**config.mk**
```make
export PLATFORM = sky130hd
export DESIGN_NAME = rcv_timer_ctrl_flat
export DESIGN_NICKNAME = d
export VERILOG_FILES = /design/src/rtl/rcv_timer_pkg.sv /design/src/rtl/rcv_timer_ctrl_if.sv /design/src/rtl/tick_counter.sv /design/src/rtl/rcv_timer_ctrl.sv /design/src/flat_wrapper.sv
export SDC_FILE = /design/constraint.sdc
export NUM_CORES = 1
export LEC_CHECK = 0
export BUFFER_PORTS_ARGS = -buffer_cell sky130_fd_sc_hd__buf_2
export CAP_MARGIN = 10
export CORE_MARGIN = 1.5
export CORE_UTILIZATION = 45
export CTS_BUF_LIST = sky130_fd_sc_hd__clkbuf_4 sky130_fd_sc_hd__clkbuf_8 sky130_fd_sc_hd__clkbuf_16
export DETAILED_ROUTE_END_ITERATION = 8
export PLACE_DENSITY = 0.65
export SETUP_SLACK_MARGIN = 0.3
export SYNTH_ARGS = -nofsm -noshare
export SYNTH_HDL_FRONTEND = slang
export SYNTH_SLANG_ARGS = --single-unit
```
**constraint.sdc**
```tcl
create_clock -name clk -period 1.6 [get_ports clk]
set_clock_uncertainty 0.1 [all_clocks]
set_input_delay 0.16 -clock clk [delete_from_list [all_inputs] [get_ports clk]]
set_output_delay 0.16 -clock clk [all_outputs]
set_load 0.1 [all_outputs]
```
**src/rtl/rcv_timer_pkg.sv**
```systemverilog
// Shared types and default constants for the serial receive timing controller.
package rcv_timer_pkg;

    typedef enum logic [1:0] {
        StIdle,
        StHalf,
        StBits,
        StDone
    } state_e;

    localparam int unsigned DefClksPerBit = 10;
    localparam int unsigned DefDataBits   = 8;

    // bit_idx must hold DATA_BITS+1, the strobe count after the stop bit.
    function automatic int unsigned idx_width(input int unsigned data_bits);
        return $clog2(data_bits + 2);
    endfunction

endpackage

```
**src/rtl/rcv_timer_ctrl_if.sv**
```systemverilog
// Control/status bundle between the receive timing controller and its user.
// Defining RCV_TIMER_FRAMING_ERR_EN adds stop_bit_val and framing_error.
interface rcv_timer_ctrl_if #(
    parameter int unsigned DATA_BITS = rcv_timer_pkg::DefDataBits
);
    import rcv_timer_pkg::*;

    localparam int unsigned IdxW = idx_width(DATA_BITS);

    logic            start;
    logic            abort;
    logic            shift_strobe;
    logic [IdxW-1:0] bit_idx;
    logic            busy;
    logic            packet_done;
`ifdef RCV_TIMER_FRAMING_ERR_EN
    logic            stop_bit_val;
    logic            framing_error;

    modport master (
        output start, abort, stop_bit_val,
        input  shift_strobe, bit_idx, busy, packet_done, framing_error
    );
    modport slave (
        input  start, abort, stop_bit_val,
        output shift_strobe, bit_idx, busy, packet_done, framing_error
    );
`else
    modport master (
        output start, abort,
        input  shift_strobe, bit_idx, busy, packet_done
    );
    modport slave (
        input  start, abort,
        output shift_strobe, bit_idx, busy, packet_done
    );
`endif

endinterface

```
**src/rtl/tick_counter.sv**
```systemverilog
// Clearable up-counter that pulses tick_o in the enabled cycle where the count
// equals term_i.
module tick_counter #(
    parameter int unsigned Width = 4
) (
    input  logic             clk,
    input  logic             n_rst,
    input  logic             clr_i,
    input  logic             en_i,
    input  logic [Width-1:0] term_i,
    output logic [Width-1:0] count_o,
    output logic             tick_o
);

    logic [Width-1:0] count_d, count_q;

    always_comb begin
        count_d = count_q;
        if (clr_i) begin
            count_d = '0;
        end else if (en_i) begin
            count_d = count_q + 1'b1;
        end
    end

    always_ff @(posedge clk or negedge n_rst) begin
        if (!n_rst) begin
            count_q <= '0;
        end else begin
            count_q <= count_d;
        end
    end

    assign count_o = count_q;
    assign tick_o  = en_i && (count_q == term_i);

endmodule

```
**src/rtl/rcv_timer_ctrl.sv**
```systemverilog
// Packet timing controller for a serial receiver: half-bit alignment, then one
// sample strobe per bit period. Optional RCV_TIMER_FRAMING_ERR_EN adds a stop-bit check.
module rcv_timer_ctrl
    import rcv_timer_pkg::*;
#(
    parameter int unsigned CLKS_PER_BIT = DefClksPerBit,
    parameter int unsigned DATA_BITS    = DefDataBits
) (
    input logic             clk,
    input logic             n_rst,
    rcv_timer_ctrl_if.slave bus
);

    localparam int unsigned     CntW     = $clog2(CLKS_PER_BIT);
    localparam int unsigned     IdxW     = idx_width(DATA_BITS);
    localparam logic [CntW-1:0] HalfTerm = CntW'(CLKS_PER_BIT / 2 - 1);
    localparam logic [CntW-1:0] BitTerm  = CntW'(CLKS_PER_BIT - 1);
    localparam logic [IdxW-1:0] LastIdx  = IdxW'(DATA_BITS);

    state_e          state_d, state_q;
    logic            strobe_d, strobe_q;
    logic            period_en, period_clr, period_tick;
    logic [CntW-1:0] period_term;
    logic [CntW-1:0] unused_period_cnt;
    logic            bit_clr, bit_tick;
    logic [IdxW-1:0] bit_cnt;

    // The period counter restarts on its own tick, so HALF and each bit period
    // all begin from zero.
    assign period_en   = (state_q == StHalf) || (state_q == StBits);
    assign period_term = (state_q == StHalf) ? HalfTerm : BitTerm;
    assign period_clr  = bus.abort || !period_en || period_tick;
    assign bit_clr     = bus.abort || (state_q == StIdle) || (state_q == StDone);

    tick_counter #(
        .Width (CntW)
    ) u_period_cnt (
        .clk     (clk),
        .n_rst   (n_rst),
        .clr_i   (period_clr),
        .en_i    (period_en),
        .term_i  (period_term),
        .count_o (unused_period_cnt),
        .tick_o  (period_tick)
    );

    // Counts issued strobes; its tick marks the stop-bit strobe cycle.
    tick_counter #(
        .Width (IdxW)
    ) u_bit_cnt (
        .clk     (clk),
        .n_rst   (n_rst),
        .clr_i   (bit_clr),
        .en_i    (strobe_q),
        .term_i  (LastIdx),
        .count_o (bit_cnt),
        .tick_o  (bit_tick)
    );

    always_comb begin
        state_d  = state_q;
        strobe_d = 1'b0;
        if (bus.abort) begin
            state_d = StIdle;
        end else begin
            case (state_q)
                StIdle:  if (bus.start) state_d = StHalf;
                StHalf:  if (period_tick) state_d = StBits;
                StBits: begin
                    strobe_d = period_tick;
                    if (bit_tick) state_d = StDone;
                end
                StDone:  state_d = StIdle;
                default: state_d = StIdle;
            endcase
        end
    end

    always_ff @(posedge clk or negedge n_rst) begin
        if (!n_rst) begin
            state_q  <= StIdle;
            strobe_q <= 1'b0;
        end else begin
            state_q  <= state_d;
            strobe_q <= strobe_d;
        end
    end

    assign bus.shift_strobe = strobe_q;
    assign bus.bit_idx      = bit_cnt;
    assign bus.busy         = (state_q != StIdle);
    assign bus.packet_done  = (state_q == StDone);

`ifdef RCV_TIMER_FRAMING_ERR_EN
    logic fe_d, fe_q;

    // Sticky until the next accepted start or an abort.
    always_comb begin
        fe_d = fe_q;
        if (bus.abort || ((state_q == StIdle) && bus.start)) begin
            fe_d = 1'b0;
        end else if (bit_tick && !bus.stop_bit_val) begin
            fe_d = 1'b1;
        end
    end

    always_ff @(posedge clk or negedge n_rst) begin
        if (!n_rst) begin
            fe_q <= 1'b0;
        end else begin
            fe_q <= fe_d;
        end
    end

    assign bus.framing_error = fe_q;
`endif

endmodule

```
**src/flat_wrapper.sv**
```systemverilog
// flat-port wrapper written by rule: the top's interface ports become plain ports
module rcv_timer_ctrl_flat import rcv_timer_pkg::*;
#(
    parameter int unsigned CLKS_PER_BIT = DefClksPerBit,
    parameter int unsigned DATA_BITS    = DefDataBits
)
  (clk, n_rst, bus_start, bus_abort, bus_shift_strobe, bus_bit_idx, bus_busy, bus_packet_done);
  rcv_timer_ctrl_if #(.DATA_BITS(DATA_BITS)) bus_i ();
  input logic clk;
  input logic n_rst;
  input wire logic [$bits(bus_i.start)-1:0] bus_start;
  input wire logic [$bits(bus_i.abort)-1:0] bus_abort;
  output wire logic [$bits(bus_i.shift_strobe)-1:0] bus_shift_strobe;
  output wire logic [$bits(bus_i.bit_idx)-1:0] bus_bit_idx;
  output wire logic [$bits(bus_i.busy)-1:0] bus_busy;
  output wire logic [$bits(bus_i.packet_done)-1:0] bus_packet_done;
  assign bus_i.start = bus_start;
  assign bus_i.abort = bus_abort;
  assign bus_shift_strobe = bus_i.shift_strobe;
  assign bus_bit_idx = bus_i.bit_idx;
  assign bus_busy = bus_i.busy;
  assign bus_packet_done = bus_i.packet_done;
  rcv_timer_ctrl #(.CLKS_PER_BIT(CLKS_PER_BIT), .DATA_BITS(DATA_BITS)) u_core (.clk(clk), .n_rst(n_rst), .bus(bus_i));
endmodule
```
Yosys cells after proc, flatten, opt, wreduce, memory -nomap -nowiden
Cells that the tools add are included.
{"block": "classes", "addsub": 2, "eq_ne": 8, "n_mux": 12, "reduce_logical": 13}
{"cell": "$mux 4", "count": 5}
{"cell": "$add 4x1->4 const B", "count": 2}
{"cell": "$mux 2", "count": 4}
{"cell": "$pmux 2 s4", "count": 1}
{"cell": "$ne 3x2->1 const B", "count": 2}
{"cell": "$reduce_bool 2->1", "count": 3}
{"cell": "$logic_or 1x1->1", "count": 5}
{"cell": "$eq 2x2->1 const B", "count": 2}
{"cell": "$eq 4x4->1", "count": 1}
{"cell": "$eq 4x4->1 const B", "count": 1}
{"cell": "$ne 3x3->1 const B", "count": 1}
{"cell": "$reduce_and 3->1", "count": 1}
{"cell": "$eq 2x1->1 const B", "count": 1}
{"cell": "$logic_and 1x1->1", "count": 2}
{"cell": "$logic_not 2->1", "count": 1}
{"cell": "$mux 1", "count": 2}
{"cell": "$logic_not 1->1", "count": 1}
{"block": "totals", "reg_bits": 11, "in_bits": 4, "output_inout_bits": 7}

Longest topological paths before layout
Gate-level depths: netlist (run 1).
{"block": "depth", "word_depth": 7, "depth_mapped": 6, "depth_no_buf": 6}

By module
From an unflattened synthesis (run 1), not the netlist that was laid out.
{"block": "hier_totals", "cells_unflattened": 68, "hier_area_um2": 696.9}
{"module": "tick_counter", "instances": 2, "cells_per_inst": 21, "area_each_um2": 219.0}
{"module": "rcv_timer_ctrl", "instances": 1, "cells_per_inst": 26, "area_each_um2": 259.0}

Worst setup path before layout (run 1)
OpenSTA, ideal clock, no wires.
{"block": "synth_timing", "path_kind": "register -> register", "startpoint": "register u_core.state_q[0]", "endpoint": "register u_core.state_q[1]", "setup_time_ns": 0.125, "t_arrival_ns": 1.963, "required_time_ns": 1.375, "setup_slack_ns": -0.588, "stages_incl_launch_ff": 7, "n_path_buf": 0, "synth_period_minus_slack_ns": 2.188, "cell_sequence": "dfrtp_1 > inv_1 > ha_1 > inv_1 > nor3_1 > a311o_1 > mux2_4"}
{"block": "synth_via", "elab_chain_cells": 6}
{"item": "start: declaration", "line": "rcv_timer_ctrl.sv:20", "source": "state_e state_d, state_q;"}
{"item": "start signal: assignment", "line": "rcv_timer_ctrl.sv:81", "source": "state_q <= StIdle;"}
{"item": "start signal: assignment", "line": "rcv_timer_ctrl.sv:84", "source": "state_q <= state_d;"}
{"item": "$eq 2x1->1", "line": "rcv_timer_ctrl.sv:30, rcv_timer_ctrl.sv:31, rcv_timer_ctrl.sv:66"}
{"item": "$mux 4", "line": "rcv_timer_ctrl.sv:31", "source": "assign period_term = (state_q == StHalf) ? HalfTerm : BitTerm;"}
{"item": "$eq 4x4->1", "line": "tick_counter.sv:35", "source": "assign tick_o = en_i && (count_q == term_i);"}
{"item": "$logic_and 1x1->1", "line": "tick_counter.sv:35"}
{"item": "$ne 3x2->1 (no line)"}
{"item": "$reduce_and 3->1 (no line)"}
Parallel ways exist; a longest one is shown, timed or not.
A chain may end at the register's enable or synchronous reset.

Worst setup path after layout (run 1)
{"block": "layout_timing", "startpoint": "register u_core.state_q[1]", "endpoint": "register u_core.state_q[1]"}
Same word-level chain as after synthesis.

==> results.json, run 1 <==
{
  "synthesis.nets": 69,
  "first_iter_violations": 9,
  "vdd.ir_drop.worst_mv": 1.177,
  "dr.pass1.iters": 4,
  "tns_ps": -172.0,
  "power.density_mw_per_mm2": 1407,
  "final_common_cell": "buf_4",
  "netlist_area_um2": 621.8,
  "slew_violations": 0,
  "synth_cell_types": 25,
  "grt_pass1_wl_um": 2346,
  "place_hpwl_um": 1079,
  "slowest_delay_ps": 370,
  "crit_type": "reg2reg",
  "ys_seq_area_share_pct": 44.27,
  "relSlewSlack_pct": 82.17,
  "floorplan.rows": 13,
  "netlist_instances": 58,
  "synthXorXnorAreaFrac_pct": 7.042,
  "min_from": "bus_abort",
  "synth_mux_area_share_pct": 5.634,
  "portBuffers": 10,
  "synth-seq-cells": 11,
  "vias": 545,
  "viasPerCell": 5.142,
  "fin_crit_sh_pct": 106.7,
  "dpl_cell_area_um2": 887.1,
  "avgSynthCellArea_um2": 10.72,
  "cp.required_ps": 1670,
  "start_util_pct": 47.79,
  "nets": 103,
  "synth_top_family_by_area": "simple AND/OR/NAND/NOR gates",
  "place.gp.congestion": 0.6503,
  "dp_worst_setup_slack_ps": -150.6,
  "io_pins": 11,
  "drt-total-wl_um": 1576,
  "diodes": 0,
  "grt_antenna_before_repair": 0,
  "design_area_mm2": 0.001052,
  "holdWs_ps": 45.59,
  "p_int_w": 0.0008967,
  "hold_violations": 0,
  "grt_use_total_pct": 23.53,
  "status": "finished with violations",
  "wl_per_cell_um": 14.87,
  "fmax_mhz": 585.8,
  "fp.dieH_um": 40.18,
  "synth-simple-area-share_pct": 21.33,
  "cts_root_buf": "clkbuf_4",
  "synth_compound_area_share_pct": 4.024,
  "gr-total-overflow": 0,
  "swShare_pct": 39.42,
  "p_leak_nw": 0.4665,
  "drc": 0,
  "fp.coreArea_mm2": 0.001301,
  "cts_buffers": 3,
  "critPathMaxFanout": 2,
  "critPathCaptureType": "register",
  "pwr-share-clk_pct": 14.7,
  "layout_common_cells": "18 x buf_4, 6 x dfrtp_1, 5 x dfrtp_2",
  "ys_warn_count": 0,
  "slowest_stage": "dfrtp_1",
  "seqPwrFrac_pct": 23.0,
  "cts_tree": "yes",
  "grt_pass1_vias": 499,
  "crit_path_cell_trace": "inv_2 > ha_4 > nor2b_4 > a21oi_2 > a311o_1 > mux2_4",
  "startpoint_type": "register",
  "fin_util_pct": 80.87,
  "fin_crit_ps": 1707,
  "syn_to_final_growth_pct": 69.22,
  "clock_latency_ps": 280,
  "arrival_ps": 1780,
  "die_w_um": 40.18,
  "violations": "setup timing",
  "postRouteAntennaNets": 0,
  "n_fill_cell": 83,
  "cts_sinks": 11,
  "hold_class": "in2reg",
  "synth_fa_ha_area_share_pct": 14.08,
  "die-area_mm2": 0.001614,
  "power_switching_w": 0.0005834,
  "setup_violations": 3,
  "cap_violations": 0,
  "rsz0062_at_grt": "true",
  "setup_ws_ps": -107.1,
  "cp-startpoint": "u_core.state_q[1]",
  "pwr-share-comb_pct": 62.3,
  "clockBufferDepth": 2,
  "worstMarginPinSlew_ps": 265.5,
  "rr_startpoint": "u_core.state_q[1]",
  "htree_levels": 1,
  "clk_pin_slew_ps": 70,
  "drive_gt1_share_pct": 63.74,
  "grt_max_degree": 12
}
-- power by group through the flow --
stage	registers (W)	clock network (W)	logic, W
2_1_floorplan	0.000359	0	0.000403
3_3_place_gp	0.000341	0	0.000734
3_5_place_dp	0.000342	0	0.000757
4_1_cts	0.000339	0.000210	0.000909
5_1_grt	0.000343	0.000234	0.000975
6_report	0.000341	0.000217	0.000922
-- synthesized netlist by cell type --
library cell	n	area, µm²
nor2_1	7	26.28
mux2_4	1	15.01
nand4b_1	1	8.760
a311o_1	1	10.01
nand4_1	1	6.260
nand2_1	2	7.510
a21oi_1	1	5.000
nor3b_1	1	7.510
dfrtp_1	11	275.3
xnor2_1	2	17.52
o21ai_0	1	5.000
nor2b_1	2	12.51
xor2_1	3	26.28
or3_1	1	6.260
nand2b_1	1	6.260
nor3b_2	1	12.51
nor3_1	1	5.000
and4bb_2	1	12.51
and3_1	1	6.260
inv_1	6	22.52
mux2i_1	2	20.02
nand3_1	1	5.000
ha_1	7	87.58
nor4bb_1	1	10.01
o21ai_1	1	5.000
-- routing by layer --
layer  vias up  share of wire (%)  global-route usage [%]
met4         0                2.7                   15.00
li1        260                  -                       -
met1       268                 45                   29.15
met2        12                 49                   37.90
met5         -                  0                       0
met3         5                2.4                   3.333
-- stage by stage --
| step | cells | total power, W |
|---|---|---|
| detailed placement | 99 | 0.001099 |
| global route | 106 | 0.001551 |
| floorplan | 58 | 0.0007620 |
| CTS | 106 | 0.001458 |
| finish | 106 | 0.001480 |
| global placement | 99 | 0.001075 |
-- cell type report --
cell class                      instances  area (µm²)  share of cell area [%]
Clock buffer                            4       30.03                   2.854
Sequential cell                        11       281.5                   26.75
Inverter                                6       26.28                   2.497
Multi-Input combinational cell         41       431.7                   41.02
Timing Repair Buffer                   29       264.0                   25.09
Tap cell                               15       18.77                   1.784
-- state kept, by name, indices dropped and copies added (netlist names) --
signal	cells
u_core.u_period_cnt.count_o	4
u_core.state_q	2
u_core.bus.shift_strobe	1
u_core.u_bit_cnt.count_o	4
-- cell families after synthesis --
kind of cell / Yosys count
compound gates: 4
xor+xnor: 5
fa+ha+maj: 7
buf+inv: 6
flops: 11
mux: 3
simple gates: 22
-- worst max-delay path: cells and delay by family (launching register included) --
family	cells	cell delay (ps)
adder cells (fa/ha/maj)	1	260
AO/OA/AOI/OAI	2	360
flip-flops	1	370
buffers and inverters	1	60
multiplexers	1	300
AND/OR/NAND/NOR	1	150
-- final timing paths --
| check | slack, ps | depth (start not counted) | to |
|---|---|---|---|
| min in group asynchronous | 170 | 2 | u_core.u_period_cnt.count_o[3] |
| worst max-delay path | -110 | 6 | u_core.state_q[1] |
| worst min-delay path | 50 | 2 | u_core.bus.shift_strobe |
| worst min register to register | 490 | 2 | u_core.u_bit_cnt.count_o[3] |
| worst max register to register | -110 | 6 | u_core.state_q[1] |
| max in group asynchronous | 1010 | 2 | u_core.u_bit_cnt.count_o[0] |
-- repair_timing --
action                                  in CTS  in global routing
cloned                                       0                  0
endpoints found under the setup margin      18                 16
setup buffers                                2                  0
gates resized for setup                     23                  5
hold buffers                                 1                  0
pin swaps                                    8                  1
hold endpoints to repair                    11                  0
Note: power is estimated with default switching activity, not from simulation.
==> run 2, diff against run 1 <==
- PLACE_DENSITY: 0.65 -> default
- PLACE_DENSITY_LB_ADDON: default -> 0.25
==> run 2 against run 1 <==
  * Clock power decreased by 6%
  * Critical endpoint unchanged
  * Register-to-register slack about the same
  * Critical path depth unchanged
  * Final cell count unchanged
  * Cell area increased by 0.12%
  * Count of clock-buffer cells in the layout unchanged
  * Wire length decreased by 3.0%
  * Sequential share of layout area about the same
  * Fmax about the same
  * Combinational power increased by 6.1%
  * The run still ends with setup timing left
  * Worst hold slack improved by 4.8 ps
==> results.json, run 2 (same netlist as run 1, synthesis figures left out) <==
{
  "final_common_cell": "buf_4",
  "cap_violations": 0,
  "die-area_mm2": 0.001614,
  "diodes": 0,
  "hold_violations": 0,
  "grt_use_total_pct": 24.94,
  "fin_crit_ps": 1707,
  "cts_root_buf": "clkbuf_4",
  "dr.pass1.iters": 4,
  "violations": "setup timing",
  "relSlewSlack_pct": 80.83,
  "startpoint_type": "register",
  "cp.required_ps": 1650,
  "htree_levels": 1,
  "tns_ps": -183.3,
  "status": "finished with violations",
  "drt-total-wl_um": 1529,
  "worstMarginPinSlew_ps": 287.1,
  "postRouteAntennaNets": 0,
  "drive_gt1_share_pct": 62.64,
  "fmax_mhz": 585.8,
  "critPathCaptureType": "register",
  "setup_ws_ps": -107.1,
  "fp.dieH_um": 40.18,
  "crit_type": "reg2reg",
  "rsz0062_at_grt": "true",
  "first_iter_violations": 4,
  "io_pins": 11,
  "place_hpwl_um": 1048,
  "hold_class": "in2reg",
  "critPathMaxFanout": 2,
  "power.density_mw_per_mm2": 1445,
  "portBuffers": 10,
  "cts_sinks": 11,
  "slew_violations": 0,
  "holdPathStages": 2,
  "swShare_pct": 38.30,
  "regArea_um2": 281.5,
  "cts_tree": "yes",
  "gr-total-overflow": 0,
  "vdd.ir_drop.worst_mv": 1.357,
  "multi_input_area_um2": 429.2,
  "grt_antenna_before_repair": 0,
  "grt_pass1_wl_um": 2497,
  "holdWs_ps": 50.42,
  "arrival_ps": 1760,
  "viasPerCell": 5.179,
  "clk_pin_slew_ps": 70,
  "drc": 0,
  "start_util_pct": 47.79,
  "die_w_um": 40.18,
  "pwr-share-comb_pct": 64.2,
  "floorplan.rows": 13,
  "vias": 549,
  "seqPwrFrac_pct": 22.4,
  "grt_max_degree": 12,
  "layout_common_cells": "16 x buf_4, 6 x buf_6, 6 x dfrtp_1",
  "clockBufferDepth": 2,
  "fin_crit_sh_pct": 106.7,
  "p_int_w": 0.0009396,
  "grt_pass1_vias": 568,
  "cts_buffers": 3,
  "syn_to_final_growth_pct": 69.42,
  "n_fill_cell": 79,
  "p_leak_nw": 0.4667,
  "clock_latency_ps": 270,
  "wl_per_cell_um": 14.42,
  "fp.coreArea_mm2": 0.001301,
  "power_switching_w": 0.0005831,
  "r2r_cells": 6,
  "nets": 103,
  "place.gp.congestion": 0.7045,
  "pwr-share-clk_pct": 13.4,
  "setup_violations": 5
}
[run 2: cell count changes in the layout (fill, tap and decap cells not counted)]
cell	delta
buf_6	+3
buf_4	-2
nor2_2	-1
nor2_1	+1
buf_8	-1
[run 2: layout make-up]
class / count / area share (%)
multi-input cells: 41 / 40.74
well taps: 15 / 1.781
flip-flops and latches: 11 / 26.72
repair buffers: 29 / 25.42
inverters: 6 / 2.494
clock buffers: 4 / 2.850
[run 2: final timing paths]
path	start	to	slack, ps
hold / removal	bus_abort	u_core.bus.shift_strobe	50
setup reg to reg	u_core.state_q[1]	u_core.state_q[1]	-110
hold reg to reg	u_core.u_bit_cnt.count_o[3]	u_core.u_bit_cnt.count_o[3]	470
min in group asynchronous	n_rst	u_core.state_q[0]	200
setup / recovery	u_core.state_q[1]	u_core.state_q[1]	-110
max in group asynchronous	n_rst	u_core.u_bit_cnt.count_o[1]	980
[run 2: power groups by stage]
| stage | combinational (W) | clock [W] | sequential (W) |
|---|---|---|---|
| after detailed placement | 0.000748 | 0 | 0.000343 |
| after floorplan | 0.000403 | 0 | 0.000359 |
| after CTS | 0.000898 | 0.000217 | 0.000340 |
| final | 0.000978 | 0.000205 | 0.000341 |
| after global routing | 0.00103 | 0.000226 | 0.000343 |
| after global placement | 0.000731 | 0 | 0.000341 |
[run 2: worst max-delay path, cell delays in order (launching register included)]
cell,delay (ps)
dfrtp_1,370
inv_2,70
ha_4,260
nor2b_4,140
a21oi_2,50
a311o_1,300
mux2_4,300
[run 2: timing repair]
action,CTS,global route
hold endpoints to repair,11,0
buffers inserted,2,1
cloned,0,0
hold buffers,1,0
setup endpoints to repair,18,15
pin swaps,6,7
resized for setup,20,8
[run 2: layer usage]
| layer | track usage [%] | vias to the layer above | wire length, µm |
|---|---|---|---|
| met1 | 26.22 | 273 | 604 |
| met5 | 0 | - | 0 |
| met3 | 5.000 | 0 | 61 |
| met4 | 7.500 | 0 | 0 |
| li1 | - | 263 | - |
| met2 | 48.79 | 13 | 863 |
[run 2: through the flow]
step	area (µm²)	util [%]	setup WS, ps	total power [W]	cells
after floorplan	668.1	-	-377.9	0.0007620	58
after global placement	879.6	67.60	-82.30	0.001072	98
after detailed placement	879.6	67.60	-137.0	0.001091	98
after CTS	1018	78.27	-85.35	0.001454	105
after global routing	1054	80.96	-144.0	0.001601	106
final	1054	80.96	-107.1	0.001523	106
